**config.mk**
```make
export PLATFORM = sky130hd
export DESIGN_NAME = relu_out_buffer
export DESIGN_NICKNAME = d
export VERILOG_FILES = /design/src/rtl/relu_out_buffer.sv
export SDC_FILE = /design/constraint.sdc
export NUM_CORES = 1
export LEC_CHECK = 0
export CAP_MARGIN = 10
export CORE_ASPECT_RATIO = 1.4
export CORE_UTILIZATION = 50
export DETAILED_ROUTE_END_ITERATION = 6
export PLACE_DENSITY = 0.75
export SETUP_SLACK_MARGIN = 0.02
export SLEW_MARGIN = 20
export SYNTH_ARGS = -nofsm -noshare
export SYNTH_HDL_FRONTEND = slang
export SYNTH_SLANG_ARGS = --single-unit
```
**constraint.sdc**
```tcl
create_clock -name clk -period 8.4 [get_ports clk]
set_clock_uncertainty 0.2 [all_clocks]
set_input_delay 1.68 -clock clk [delete_from_list [all_inputs] [get_ports clk]]
set_output_delay 1.68 -clock clk [all_outputs]
set_load 0.01 [all_outputs]
```
**src/rtl/relu_out_buffer.sv**
```systemverilog
// ============================================================================
// relu_out_buffer
// ----------------------------------------------------------------------------
// This stage sits downstream of the 64-input MAC neuron. It works as follows:
//   - Each accepted signed Q8.8 MAC result is passed through ReLU.
//   - The result is registered in a 1-entry stage.
//   - The stage then writes into a first-word-fall-through FIFO.
//   - The next layer drains the FIFO over valid/ready.
// A small FSM (IDLE/RUN/DRAIN/DONE) counts the accepted neurons of a layer. It
// pulses layer_done for one cycle once the last activation has left the FIFO.
//
// Build option:
//   ACT_SAT_EN  defined   -> ReLU6-style clamp of positive values to SAT_MAX
//               undefined -> plain ReLU (SAT_MAX unused)
//
// Ports:
//   clk         in   1   clock, posedge
//   reset       in   1   synchronous, active-high
//   start       in   1   begin a layer (IDLE only)
//   in_valid    in   1   in_data valid
//   in_data     in   16  signed Q8.8 MAC result
//   in_ready    out  1   input accepted this cycle when in_valid is high
//   out_valid   out  1   out_data valid (FIFO not empty)
//   out_data    out  16  activation, unsigned Q8.8 (0 while out_valid is low)
//   out_ready   in   1   consumer takes out_data this cycle
//   neuron_cnt  out  16  neurons accepted in the current layer
//   layer_done  out  1   one-cycle pulse when the layer has fully drained
// ============================================================================
module relu_out_buffer #(
    parameter int unsigned DEPTH       = 16,
    parameter int unsigned NUM_NEURONS = 64,
    parameter logic [15:0] SAT_MAX     = 16'h0600
) (
    input  logic        clk,
    input  logic        reset,
    input  logic        start,
    input  logic        in_valid,
    input  logic [15:0] in_data,
    output logic        in_ready,
    output logic        out_valid,
    output logic [15:0] out_data,
    input  logic        out_ready,
    output logic [15:0] neuron_cnt,
    output logic        layer_done
);

    localparam int unsigned AW      = $clog2(DEPTH);
    localparam logic [AW:0] DEPTH_C = (AW+1)'(DEPTH);
    localparam logic [15:0] LAST_C  = 16'(NUM_NEURONS - 1);

    localparam logic [1:0] S_IDLE  = 2'd0;
    localparam logic [1:0] S_RUN   = 2'd1;
    localparam logic [1:0] S_DRAIN = 2'd2;
    localparam logic [1:0] S_DONE  = 2'd3;

    logic [1:0]    state_q, state_d;
    logic [15:0]   cnt_q, cnt_d;
    logic          stage_valid_q, stage_valid_d;
    logic [15:0]   stage_data_q, stage_data_d;
    logic [AW-1:0] wr_ptr_q, wr_ptr_d;
    logic [AW-1:0] rd_ptr_q, rd_ptr_d;
    logic [AW:0]   fifo_cnt_q, fifo_cnt_d;
    logic [15:0]   mem_q [DEPTH];

    logic          accept;
    logic          push;
    logic          pop;
    logic [15:0]   act_data;

    // Occupancy includes the stage entry. An accepted word therefore always
    // finds room in the FIFO on the next cycle, so the stage never stalls.
    // The readiness term uses registers only and has no path from out_ready.
    assign in_ready   = (state_q == S_RUN) &&
                        ((fifo_cnt_q + {{AW{1'b0}}, stage_valid_q}) < DEPTH_C);
    assign accept     = in_valid && in_ready;
    assign push       = stage_valid_q;
    assign out_valid  = (fifo_cnt_q != '0);
    assign pop        = out_valid && out_ready;
    assign out_data   = out_valid ? mem_q[rd_ptr_q] : '0;
    assign neuron_cnt = cnt_q;
    assign layer_done = (state_q == S_DONE);

    always_comb begin
        act_data = in_data[15] ? '0 : in_data;
`ifdef ACT_SAT_EN
        if (act_data > SAT_MAX) begin
            act_data = SAT_MAX;
        end
`endif
    end

`ifndef ACT_SAT_EN
    logic unused_sat_max;
    assign unused_sat_max = ^SAT_MAX;
`endif

    always_comb begin
        stage_valid_d = accept;
        stage_data_d  = accept ? act_data : stage_data_q;
        wr_ptr_d      = push ? wr_ptr_q + AW'(1) : wr_ptr_q;
        rd_ptr_d      = pop  ? rd_ptr_q + AW'(1) : rd_ptr_q;
        case ({push, pop})
            2'b10:   fifo_cnt_d = fifo_cnt_q + (AW+1)'(1);
            2'b01:   fifo_cnt_d = fifo_cnt_q - (AW+1)'(1);
            default: fifo_cnt_d = fifo_cnt_q;
        endcase
    end

    always_comb begin
        state_d = state_q;
        cnt_d   = cnt_q;
        case (state_q)
            S_IDLE: begin
                if (start) begin
                    state_d = S_RUN;
                    cnt_d   = '0;
                end
            end
            S_RUN: begin
                if (accept) begin
                    cnt_d = cnt_q + 16'd1;
                    if (cnt_q == LAST_C) begin
                        state_d = S_DRAIN;
                    end
                end
            end
            S_DRAIN: begin
                // Uses next-cycle occupancy, so DONE follows the final pop by one cycle.
                if ((fifo_cnt_d == '0) && !stage_valid_d) begin
                    state_d = S_DONE;
                end
            end
            default: state_d = S_IDLE;
        endcase
    end

    always_ff @(posedge clk) begin
        if (reset) begin
            state_q       <= S_IDLE;
            cnt_q         <= '0;
            stage_valid_q <= 1'b0;
            stage_data_q  <= '0;
            wr_ptr_q      <= '0;
            rd_ptr_q      <= '0;
            fifo_cnt_q    <= '0;
        end else begin
            state_q       <= state_d;
            cnt_q         <= cnt_d;
            stage_valid_q <= stage_valid_d;
            stage_data_q  <= stage_data_d;
            wr_ptr_q      <= wr_ptr_d;
            rd_ptr_q      <= rd_ptr_d;
            fifo_cnt_q    <= fifo_cnt_d;
        end
    end

    always_ff @(posedge clk) begin
        if (push) begin
            mem_q[wr_ptr_q] <= stage_data_q;
        end
    end

endmodule

```
==> results of run 1 <==
cells by family (layout without fill, tap and decap cells):
kind of cell               after synthesis  count (layout)  share of synthesized area
buffers and inverters                   41             115                     0.0160
and+or+nand+nor                        133             133                     0.0666
AOI/OAI and AO/OA                       34              34                     0.0247
DFF                                    291             291                      0.707
adders and majority gates               13              13                     0.0140
muxes                                   82              82                      0.151
other                                    1               1                   0.000322
xor gates and xnor gates                26              26                     0.0196
power groups by stage:
| stage | logic, mW | clock network, mW | registers (mW) |
|---|---|---|---|
| global route | 0.569 | 1.19 | 1.66 |
| floorplan | 0.400 | 0 | 1.65 |
| finish | 0.523 | 1.13 | 1.66 |
| global placement | 0.512 | 0 | 1.69 |
| CTS | 0.531 | 1.14 | 1.66 |
| detailed placement | 0.526 | 0 | 1.69 |
routing by layer:
metal	wire length, µm	global-route usage
met5	0	0
met4	606	0.0653
met3	1300	0.0296
met2	12300	0.360
met1	9060	0.270
sequential cells by signal, summed over array words and instances, names as in the netlist, named ones only:
name / cells
stage_data_q: 15
fifo_cnt_q: 5
wr_ptr_q: 4
mem_q: 240
neuron_cnt: 16
rd_ptr_q: 4
push: 1
state_q: 2
through the flow:
stage	hold WS [ps]	util	cells	total power [mW]	setup slack (ps)
after floorplan	285	-	621	2.05	4360
after global placement	319	0.549	951	2.20	3380
after detailed placement	319	0.549	951	2.22	3360
after CTS	347	0.584	996	3.33	2760
after global routing	382	0.585	996	3.43	2660
final	351	0.585	996	3.31	2840
worst max-delay path, cell delays in order (launching register included):
cell	delay, ps
dfxtp_4	660
buf_4	660
mux4_2	610
mux4_2	480
nor2b_1	170
clkdlybuf4s50_1	510
area by class of cell:
| class | instances | share of cell area |
|---|---|---|
| clock buffer | 33 | 0.0517 |
| clock inverter | 12 | 0.00924 |
| inverter | 11 | 0.00311 |
| multi-input combinational | 289 | 0.243 |
| sequential | 291 | 0.621 |
| tap | 301 | 0.0284 |
| timing repair buffer | 59 | 0.0436 |
synthesized netlist by cell type, drive strengths merged, types with 9 or more instances:
| master | number |
|---|---|
| nand2 | 12 |
| xnor2 | 17 |
| mux4 | 75 |
| a22o | 16 |
| ha | 13 |
| nor2 | 40 |
| and2 | 16 |
| inv | 11 |
| nor4 | 9 |
| nor2b | 18 |
| xor2 | 9 |
| nand3 | 9 |
| edfxtp | 240 |
| dfxtp | 51 |
| clkbuf | 16 |
| buf | 14 |
| nor3 | 10 |
worst max path at each step:
stage	cells past startpoint	from	to	slack, ps
final	5	flip-flop	out_data[11]	2840
after global routing	5	flip-flop	out_data[11]	2660
after CTS	5	flip-flop	out_data[11]	2760
after detailed placement	5	flip-flop	out_data[3]	3360
after global placement	5	flip-flop	out_data[11]	3380
after floorplan	12	out_ready	state_q[1]	4360
==> impl_metrics.csv, run 1 <==
group,metric,value,unit
critical_path,cp.arrival,3680,ps
synthesis,async_reset_ff_frac,0,
cts,cts-root-buf,"clkbuf_16",
cts,cts_sinks,291,
die,core-area,0.0227,mm²
synthesis,synth_area_per_cell,18.7,µm²
layout,regArea,0.00824,mm²
critical_path,worstSetupStartpointType,"flip-flop",
power_and_ir_drop,peakVddDrop,194,µV
grt,grt_max_degree,61,
cts,ctsResizeCount,0,
power_and_ir_drop,power_frac_seq,0.501,
outcome,status,"complete, no violations",
detailed_routing,first_iter_violations,545,
power_and_ir_drop,p_clk_frac,0.341,
power_and_ir_drop,swShare,0.241,
grt,grt_pass1_wl,35.9,mm
power_and_ir_drop,combPwrFrac,0.158,
layout,final_cell_mix,"edfxtp_1, mux4_2, clkdlybuf4s50_1",
synthesis,synth_top_area_share,0.620,
cts,worst_skew_pair.late_latency,510,ps
cts,cts_tree,"yes",
detailed_routing,drt_first_pass_iters,5,
die,start_util,0.513,
sta,finalCriticalPeriod,5560,ps
synthesis,yosysWarnings,0,
critical_path,rr_startpoint,"fifo_cnt_q[1]",
synthesis,synth_edf_count,240,
sta,fmax,0.180,GHz
sta,hold_violations,0,
layout,n_fill_cell,1646,
cts,cts.path.max_buffers,3,
layout,drive_gt1_frac,0.203,
layout,syn2layout_area_growth,14.0,%
cts,hold_buffers,0,
critical_path,cp_max_fo,37,
layout,fin_area,0.0133,mm²
detailed_routing,num_vias,5882,
detailed_routing,wl,23.2,mm
synthesis,synth_fp_nets,655,
sta,min_period_over_period,0.662,
detailed_routing,drc_errors,0,
die,die_area,0.0239,mm²
detailed_routing,ant_nets,0,
layout,multi_input_area,0.00322,mm²
placed_design,place_congestion,0.785,
synthesis,yosys_most_used_dff,"edfxtp_1",
critical_path,ff2ff_setup_slack,4520,ps
grt,grt_antenna_before_repair,0,
sta,report.final.slew_viol_count,0,
placed_design,placed_area,0.0125,mm²
grt,grt_pass1_vias,6183,
cts,clk_pin_slew,60,ps
critical_path,r2r_end,"state_q[1]",
power_and_ir_drop,power_density,249,mW/mm²
synthesis,ys_seq_area_frac,0.707,
synthesis,synth.cell_area,0.0116,mm²
worst_hold_path,hold_path_end,"rd_ptr_q[3]",
sta,rsz0062_at_grt,"false",
detailed_routing,routedWlPerCell,23.3,µm
synthesis,synth.largest_area_cell,"edfxtp_1",
worst_hold_path,hp-start,"rd_ptr_q[3]",
critical_path,reg2reg_depth,13,
placed_design,port-buffer-count,54,
synthesis,syn-instance-count,621,
die,dieWidth,131,µm
layout,mostFrequentLayoutCell,"edfxtp_1",
critical_path,critPathRequiredTime,6520,ps
synthesis,synth-seq-cells,291,
synthesis,synth.area.top_cells,"edfxtp_1, mux4_2, dfxtp_1, ha_1, nor2_1",
power_and_ir_drop,p_int,2.51,mW
sta,slew_headroom,0.227,
die,ioPinCount,56,
cts,cts_setup_buffers,0,
detailed_routing,vias_per_cell,5.91,
grt,grt_overflow_total,0,
grt,grt_usage,0.208,
worst_hold_path,min_path_type,"flip-flop to flip-flop",
layout,nNetsFinal,711,
flow_run,cap_violations,0,
synthesis,ys_types,51,
critical_path,endpoint_kind,"primary output",
power_and_ir_drop,power.leakage,4.12,nW
sta,setup_violations,0,
cts,cts_max_level,1,
sta,fin_setup_tns,0,ps
layout,diodes,0,
worst_hold_path,whs_path_depth,2,
power_and_ir_drop,p_sw,798,µW
sta,tightest_slew,1160,ps
die,die_h,182,µm
placed_design,dp.final_hpwl,13.3,mm
critical_path,criticalPathCategory,"flip-flop to primary output",
cts,cts_made_buffers,25,
die,std_cell_rows,65,
Note: power is estimated with default switching activity, not from simulation.
==> inputs of run 2 (changes only) <==
PLACE_DENSITY = 0.78   (was 0.75)
clock period = 4.75 ns   (was 8.4 ns; I/O delays follow)
==> run 2 against run 1 <==
Effect of this change:
- combinational power up 78%
- global-route usage shrank 0.63 points
- sequential power grew 77%
- design area increased by 0.27%
- critical endpoint is now out_data[12]
- largest cell class unchanged
- largest power group unchanged
==> impl_metrics.csv, run 2 (same netlist as run 1, synthesis figures left out) <==
group,metric,value,unit
critical_path,slowest_stage,"dfxtp_4",
outcome,status,"complete, no violations",
sta,fmax,0.229,GHz
die,ioPinCount,56,
detailed_routing,drc_errors,0,
critical_path,cp_max_fo,27,
critical_path,reg2reg_depth,13,
layout,regMostFlops,"mem_q",
critical_path,worstSetupStartpointType,"flip-flop",
critical_path,ff2ff_setup_slack,1040,ps
cts,cts_made_buffers,25,
power_and_ir_drop,peakVddDrop,290,µV
sta,setup_violations,0,
grt,grt_max_degree,61,
die,die_h,182,µm
layout,postLayoutCoreUtil,0.586,
power_and_ir_drop,power.leakage,4.14,nW
power_and_ir_drop,power_density,438,mW/mm²
cts,clk_pin_slew,70,ps
layout,largest_reg_flops,240,
placed_design,placed_area,0.0125,mm²
layout,diodes,0,
detailed_routing,drt_first_pass_iters,4,
sta,rsz0062_at_grt,"false",
cts,cts-root-buf,"clkbuf_16",
placed_design,preCtsSetupSlack,652,ps
critical_path,rr_startpoint,"fifo_cnt_q[1]",
critical_path,crit_top_cell,"mux4_2",
cts,cts.path.max_buffers,3,
placed_design,dp.cells,953,
layout,nNetsFinal,713,
critical_path,crit_cells,5,
sta,min_period_over_period,0.919,
sta,hold_slack,342,ps
sta,setup_slack,383,ps
detailed_routing,wl,22.9,mm
detailed_routing,vias_per_cell,5.84,
sta,slew_headroom,0.258,
die,std_cell_rows,65,
layout,mostFrequentLayoutCell,"edfxtp_1",
cts,cts_sinks,291,
critical_path,r2r_end,"state_q[1]",
power_and_ir_drop,power.total,5.83,mW
critical_path,cp.arrival,3220,ps
grt,grt_pass1_wl,35.2,mm
layout,final_cell_mix,"edfxtp_1, mux4_2, clkdlybuf4s50_1",
detailed_routing,routedWlPerCell,22.9,µm
critical_path,path_cells,"buf_12 -> mux4_2 -> mux4_2 -> nor2b_1 -> clkdlybuf4s50_1",
cts,hold_buffers,0,
sta,report.final.slew_viol_count,0,
grt,grt_overflow_total,0,
die,die_area,0.0239,mm²
cts,cts_tree,"yes",
sta,finalCriticalPeriod,4370,ps
grt,grt_antenna_before_repair,0,
layout,drive_gt1_frac,0.204,
layout,n_fill_cell,1610,
cts,cts_max_level,1,
die,core-area,0.0227,mm²
placed_design,place_congestion,0.803,
layout,fin_area,0.0133,mm²
detailed_routing,first_iter_violations,404,
layout,multi_input_area,0.00322,mm²
detailed_routing,ant_nets,0,
critical_path,endpoint_kind,"primary output",
layout,stdcell_count,998,
cts,worst_skew_pair.late_latency,520,ps
grt,grt_pass1_vias,6162,
critical_path,critPathRequiredTime,3600,ps
critical_path,cpPeakStageDelay,730,ps
flow_run,cap_violations,0,
layout,regArea,0.00823,mm²
critical_path,crit_buf_inv,2,
placed_design,dp.final_hpwl,13.2,mm
detailed_routing,num_vias,5831,
cts,ctsResizeCount,0,
critical_path,critical_path.top_delay_family,"multiplexers",
sta,fin_setup_tns,0,ps
die,start_util,0.513,
sta,hold_violations,0,
placed_design,port-buffer-count,54,
sta,tightest_slew,1110,ps
worst_hold_path,min_path_type,"flip-flop to flip-flop",
layout,syn2layout_area_growth,14.4,%
critical_path,endpoint,"out_data[12]",
grt,grt_usage,0.202,
cts,cts_setup_buffers,0,
die,dieWidth,131,µm
critical_path,criticalPathCategory,"flip-flop to primary output",
run 2: cell type report:
class	instances	area share
clock buffers	36	0.0556
repair buffers	61	0.0474
flip-flops and latches	291	0.619
multi-input cells	289	0.242
inverters	11	0.00310
clock inverters	9	0.00433
well taps	301	0.0283
run 2: worst min-delay path by stage:
stage	start	to	depth (start not counted)
after detailed placement	rd_ptr_q[3]	rd_ptr_q[3]	2
after global routing	rd_ptr_q[1]	flip-flop	2
after floorplan	rd_ptr_q[3]	flip-flop	2
final	rd_ptr_q[3]	rd_ptr_q[3]	2
after global placement	rd_ptr_q[3]	rd_ptr_q[3]	2
after CTS	rd_ptr_q[3]	rd_ptr_q[3]	2
run 2: per-layer routing:
metal / track usage / up-vias / part of all wire
met5: 0 / - / 0
met4: 0.0690 / 0 / 0.029
met3: 0.0296 / 49 / 0.059
met2: 0.351 / 216 / 0.53
met1: 0.256 / 2988 / 0.38
li1: - / 2578 / -
run 2: power by group:
group,internal (mW),total (mW),switching (mW)
registers,2.82,2.93,0.117
clock network,1.09,1.96,0.873
logic,0.509,0.932,0.422
run 2: tightest hold or removal path: cells and delay by family (launching register included):
| family | cells | cell delay (ps) |
|---|---|---|
| xor gates and xnor gates | 1 | 60 |
| DFF | 1 | 330 |
| and+or+nand+nor | 1 | 110 |
